[src/rtl/wb_arbiter_if.sv]
// Bus bundle between four requesters, the round-robin arbiter and the
// downstream consumer of the granted word.
interface wb_arbiter_if #(
  parameter int DATA_W = 32
);
  logic [3:0]        req;
  logic [DATA_W-1:0] data0;
  logic [DATA_W-1:0] data1;
  logic [DATA_W-1:0] data2;
  logic [DATA_W-1:0] data3;
  logic [3:0]        ack;
  logic [1:0]        sel;
  logic              out_valid;
  logic [DATA_W-1:0] out_data;
  logic              out_ready;

  modport master (
    output req, data0, data1, data2, data3, out_ready,
    input  ack, sel, out_valid, out_data
  );

  modport slave (
    input  req, data0, data1, data2, data3, out_ready,
    output ack, sel, out_valid, out_data
  );
endinterface

[src/rtl/wb_arbiter.sv]
// Four-way round-robin arbiter: captures one requester word into a holding
// register and presents it downstream until accepted, then acks the source.
module wb_arbiter #(
  parameter int DATA_W = 32,
  parameter int N_REQ  = 4
) (
  input logic         clk,
  input logic         rst_n,
  wb_arbiter_if.slave bus
);

  localparam int SEL_W = $clog2(N_REQ);

  typedef enum logic {
    IDLE = 1'b0,
    HOLD = 1'b1
  } state_t;

  state_t            state_r;
  logic [SEL_W-1:0]  ptr_r;
  logic [SEL_W-1:0]  sel_r;
  logic              out_valid_r;
  logic [DATA_W-1:0] out_data_r;

  logic [3:0]        rot_s;
  logic [SEL_W-1:0]  off_s;
  logic [SEL_W-1:0]  win_s;
  logic [DATA_W-1:0] win_data_s;
  logic [3:0]        ack_s;

  // Rotate requests so bit 0 is the requester at ptr, then pick the lowest set bit.
  always_comb begin
    rot_s = bus.req;
    case (ptr_r)
      2'd0:    rot_s = bus.req;
      2'd1:    rot_s = {bus.req[0],   bus.req[3:1]};
      2'd2:    rot_s = {bus.req[1:0], bus.req[3:2]};
      2'd3:    rot_s = {bus.req[2:0], bus.req[3]};
      default: rot_s = bus.req;
    endcase
    if (rot_s[0]) begin
      off_s = 2'd0;
    end else if (rot_s[1]) begin
      off_s = 2'd1;
    end else if (rot_s[2]) begin
      off_s = 2'd2;
    end else begin
      off_s = 2'd3;
    end
    win_s = ptr_r + off_s;
  end

  // Winner's data word, selected for capture.
  always_comb begin
    win_data_s = bus.data0;
    case (win_s)
      2'd0:    win_data_s = bus.data0;
      2'd1:    win_data_s = bus.data1;
      2'd2:    win_data_s = bus.data2;
      2'd3:    win_data_s = bus.data3;
      default: win_data_s = bus.data0;
    endcase
  end

  // Acceptance pulse: combinational so the requester sees it in the handshake cycle.
  always_comb begin
    if ((state_r == HOLD) && bus.out_ready) begin
      ack_s = 4'b0001 << sel_r;
    end else begin
      ack_s = 4'b0000;
    end
  end

  // Capture/hold FSM; ptr advances only on acceptance, sel persists in IDLE.
  always_ff @(posedge clk or negedge rst_n) begin
    if (!rst_n) begin
      state_r     <= IDLE;
      ptr_r       <= 2'd0;
      sel_r       <= 2'd0;
      out_valid_r <= 1'b0;
      out_data_r  <= {DATA_W{1'b0}};
    end else begin
      case (state_r)
        IDLE: begin
          if (|bus.req) begin
            sel_r       <= win_s;
            out_data_r  <= win_data_s;
            out_valid_r <= 1'b1;
            state_r     <= HOLD;
          end
        end
        HOLD: begin
          if (bus.out_ready) begin
            out_valid_r <= 1'b0;
            ptr_r       <= sel_r + 2'd1;
            state_r     <= IDLE;
          end
        end
        default: begin
          out_valid_r <= 1'b0;
          state_r     <= IDLE;
        end
      endcase
    end
  end

  assign bus.ack       = ack_s;
  assign bus.sel       = sel_r;
  assign bus.out_valid = out_valid_r;
  assign bus.out_data  = out_data_r;

endmodule

[src/flat_wrapper.sv]
// flat-port wrapper written by rule: the top's interface ports become plain ports
module wb_arbiter_flat 
#(
  parameter int DATA_W = 32,
  parameter int N_REQ  = 4
)
  (clk, rst_n, bus_req, bus_data0, bus_data1, bus_data2, bus_data3, bus_out_ready, bus_ack, bus_sel, bus_out_valid, bus_out_data);
  wb_arbiter_if #(.DATA_W(DATA_W)) bus_i ();
  input logic clk;
  input logic rst_n;
  input wire logic [$bits(bus_i.req)-1:0] bus_req;
  input wire logic [$bits(bus_i.data0)-1:0] bus_data0;
  input wire logic [$bits(bus_i.data1)-1:0] bus_data1;
  input wire logic [$bits(bus_i.data2)-1:0] bus_data2;
  input wire logic [$bits(bus_i.data3)-1:0] bus_data3;
  input wire logic [$bits(bus_i.out_ready)-1:0] bus_out_ready;
  output wire logic [$bits(bus_i.ack)-1:0] bus_ack;
  output wire logic [$bits(bus_i.sel)-1:0] bus_sel;
  output wire logic [$bits(bus_i.out_valid)-1:0] bus_out_valid;
  output wire logic [$bits(bus_i.out_data)-1:0] bus_out_data;
  assign bus_i.req = bus_req;
  assign bus_i.data0 = bus_data0;
  assign bus_i.data1 = bus_data1;
  assign bus_i.data2 = bus_data2;
  assign bus_i.data3 = bus_data3;
  assign bus_i.out_ready = bus_out_ready;
  assign bus_ack = bus_i.ack;
  assign bus_sel = bus_i.sel;
  assign bus_out_valid = bus_i.out_valid;
  assign bus_out_data = bus_i.out_data;
  wb_arbiter #(.DATA_W(DATA_W), .N_REQ(N_REQ)) u_core (.clk(clk), .rst_n(rst_n), .bus(bus_i));
endmodule
[config.mk]
export PLATFORM = sky130hd
export DESIGN_NAME = wb_arbiter_flat
export DESIGN_NICKNAME = d
export VERILOG_FILES = /design/src/rtl/wb_arbiter_if.sv /design/src/rtl/wb_arbiter.sv /design/src/flat_wrapper.sv
export SDC_FILE = /design/constraint.sdc
export NUM_CORES = 1
export LEC_CHECK = 0
export CORE_ASPECT_RATIO = 0.5
export CORE_MARGIN = 5
export CORE_UTILIZATION = 47
export CTS_CLUSTER_DIAMETER = 150
export DETAILED_ROUTE_END_ITERATION = 8
export HOLD_SLACK_MARGIN = 0.08
export MAX_ROUTING_LAYER = met4
export PLACE_DENSITY = 0.88
export SKIP_CTS_REPAIR_TIMING = 1
export SYNTH_ARGS = -nofsm -noshare
export SYNTH_HDL_FRONTEND = slang
export SYNTH_SLANG_ARGS = --single-unit
[constraint.sdc]
create_clock -name clk -period 3.5 [get_ports clk]
set_clock_uncertainty 0.05 [all_clocks]
set_input_delay 0.7 -clock clk [delete_from_list [all_inputs] [get_ports clk]]
set_output_delay 0.7 -clock clk [all_outputs]
set_load 0.01 [all_outputs]
==> impl_metrics.tcl <==
set metrics [dict create \
    status "finished clean" \
    peakVddDrop_mv 0.657 \
    syn-num-nets 602 \
    syn_area_um2 4050 \
    cts_buffer_depth 2 \
    grt-ovfl-total 0 \
    path_clk_slew_ns 0.06 \
    yosysSeqAreaShare_pct 23.5 \
    place.gp.congestion 0.785 \
    setup_violations 0 \
    vias 4193 \
    grt_pass1_wl_um 20100 \
    pin_count 174 \
    slowest_delay_ns 0.62 \
    portBuffers 173 \
    core-area_um2 8200 \
    ys_ff_latch 38 \
    cap_violations 0 \
    min_period_ns 3.19 \
    synth_flop_cell "dfrtp_1" \
    ant_nets 0 \
    cp_top_family "buffers and inverters" \
    die_width_um 141 \
    root_buffer "clkbuf_16" \
    synthArstFlopShare_pct 100 \
    clock_sinks 38 \
    synth_cell_types 30 \
    crit_fanout 16 \
    avgSynthCellArea_um2 8.76 \
    path_cells "clkdlybuf4s50_1, nor2_1, a21oi_1, o211ai_1, ha_4, xnor2_2, buf_4, nor4_1, mux2i_1, nand3_1" \
    final_area_um2 5900 \
    end_kind "register" \
    drive_above_1_share_pct 5.52 \
    drtIter0Drc 255 \
    fin_total_pwr_mw 4.77 \
    grt_pass1_vias 4095 \
    fill_cells 627 \
    max_freq_mhz 313 \
    cp.arrival_ns 3.30 \
    cts_tree "done" \
    finalHoldViolations 0 \
    slew_viol_final 0 \
    grtUsageTotal_pct 23.7 \
    drcViolationCount 0 \
    cts_made_buffers 5 \
    hpwl_um 8920 \
    die_h_um 75.6 \
    dieArea_um2 10700 \
    worstSetupPathType "in -> reg" \
    p_per_area_nw_per_um2 807 \
    drt-total-wl_um 12600 \
    grt_start_max_net_pins 123 \
    routedWlPerCell_um 17.8 \
    leakagePower_nw 2.65 \
    utilization_pct 72.0 \
    rsz0062_at_grt "no" \
    worst_pin_slew_ns 1.16 \
    whs_ns 0.445 \
    rows 23 \
    tns_ns 0 \
    antenna_cells 0 \
    place_area_um2 5760 \
    htree_num_levels 2 \
    start_util_pct 49.3 \
    relSlewSlack_pct 22.6 \
    required_ns 3.61 \
    netlist_instances 462 \
    crit_slowest_cell "clkdlybuf4s50_1" \
    timing.final.crit_share_pct 91.2 \
    area_delta_synth_final_pct 46.0 \
    cp_num_buf_inv 2 \
    worstSetupStartpointType "input port" \
    nets 737 \
    synth_warnings 0 \
    vias_per_cell 5.91 \
    synth_edf_count 0 \
    drt_pass1_iterations 4 \
    hold_class "reg -> reg" \
    clk-insertion-delay-late_ns 0.28 \
    grt_antenna_before_repair 0 \
]
-- sequential cells by signal, indices dropped and copies added (netlist names) --
register,count
u_core.state_r,1
u_core.bus.out_data,32
u_core.ptr_r,2
u_core.bus.out_valid,1
u_core.bus.sel,2
-- logic make-up after synthesis --
group,after synthesis,share of synthesized area [%]
and+or+nand+nor,208,29.2
AOI/OAI and AO/OA,9,1.58
muxes,133,33.0
buffers and inverters,66,10.4
adders and majority gates,5,1.55
xor gates and xnor gates,3,0.835
DFF,38,23.5
-- routing by layer --
layer / up-vias / share of wire, % / GRT usage (%)
met2: 134 / 53 / 43.9
li1: 2059 / - / -
met5: - / 0 / -
met4: 0 / 2.4 / 8.16
met1: 1971 / 39 / 26.7
met3: 29 / 5.5 / 3.95
-- placed cells by master, fill, tap and decap left out, types with 3 or more instances in the layout --
cell type | Yosys | layout
nand3_1 | 32 | 32
mux2i_1 | 131 | 131
nor4_1 | 127 | 127
and3_1 | 4 | 4
nand2_1 | 37 | 37
inv_1 | 4 | 4
dfrtp_1 | 38 | 37
nor2_1 | 4 | 4
buf_12 | 5 | 6
clkdlybuf4s50_1 | 0 | 172
clkbuf_16 | 0 | 5
buf_4 | 8 | 11
o21ai_0 | 3 | 3
ha_1 | 5 | 4
-- path summary, 6_finish.rpt --
check	cells past startpoint	end	slack, ns	start
worst max-delay path	10	u_core.bus.out_data[23]	0.31	bus_req[0]
worst min-delay path	2	u_core.bus.out_data[14]	0.44	u_core.bus.out_data[14]
worst max register to register	9	u_core.bus.out_data[23]	0.75	u_core.ptr_r[0]
worst min register to register	2	u_core.bus.out_data[14]	0.44	u_core.bus.out_data[14]
max in group asynchronous	1	u_core.state_r	2.22	rst_n
min in group asynchronous	1	u_core.bus.out_data[0]	0.50	rst_n
-- cell type report --
cell class / count / area (um^2) / area share (%)
repair buffers: 190 / 1930 / 32.7
clock inverters: 1 / 5.00 / 0.0848
flip-flops and latches: 38 / 955 / 16.2
inverters: 4 / 15.0 / 0.254
well taps: 112 / 140 / 2.37
multi-input cells: 358 / 2720 / 46.0
clock buffers: 7 / 143 / 2.42
-- worst register-to-register path, delay by kind of cell (launching register included) --
family | cells | cell delay [ns]
AO/OA/AOI/OAI | 2 | 0.35
XOR/XNOR | 1 | 0.53
adder cells (fa/ha/maj) | 1 | 0.23
buffers and inverters | 1 | 0.35
flip-flops | 1 | 0.57
multiplexers | 1 | 0.24
AND/OR/NAND/NOR | 3 | 0.32
-- where the power goes --
group,internal [mW],switching (mW)
Clock,0.283,0.183
Sequential,0.651,0.162
Combinational,1.65,1.84
-- Yosys cell counts, types with 3 or more instances --
library cell    n  area, um^2
nor4_1        127         795
nand2_1        37         139
buf_12          5         100
dfrtp_1        38         951
buf_6           3        33.8
o21ai_0         3        15.0
and3_1          4        25.0
inv_1           4        15.0
mux2i_1       131        1310
buf_2          30         150
buf_4           8        60.1
nor2_1          4        15.0
clkbuf_1       15        56.3
ha_1            5        62.6
nand3_1        32         160
-- through the flow --
| stage | setup slack (ns) | std cells |
|---|---|---|
| 2_1_floorplan | 1.05 | 462 |
| 3_3_place_gp | 0.268 | 702 |
| 3_5_place_dp | 0.0935 | 702 |
| 4_1_cts | 0.330 | 710 |
| 5_1_grt | 0.107 | 710 |
| 6_report | 0.307 | 710 |
Power figures use the tool's default switching activity.
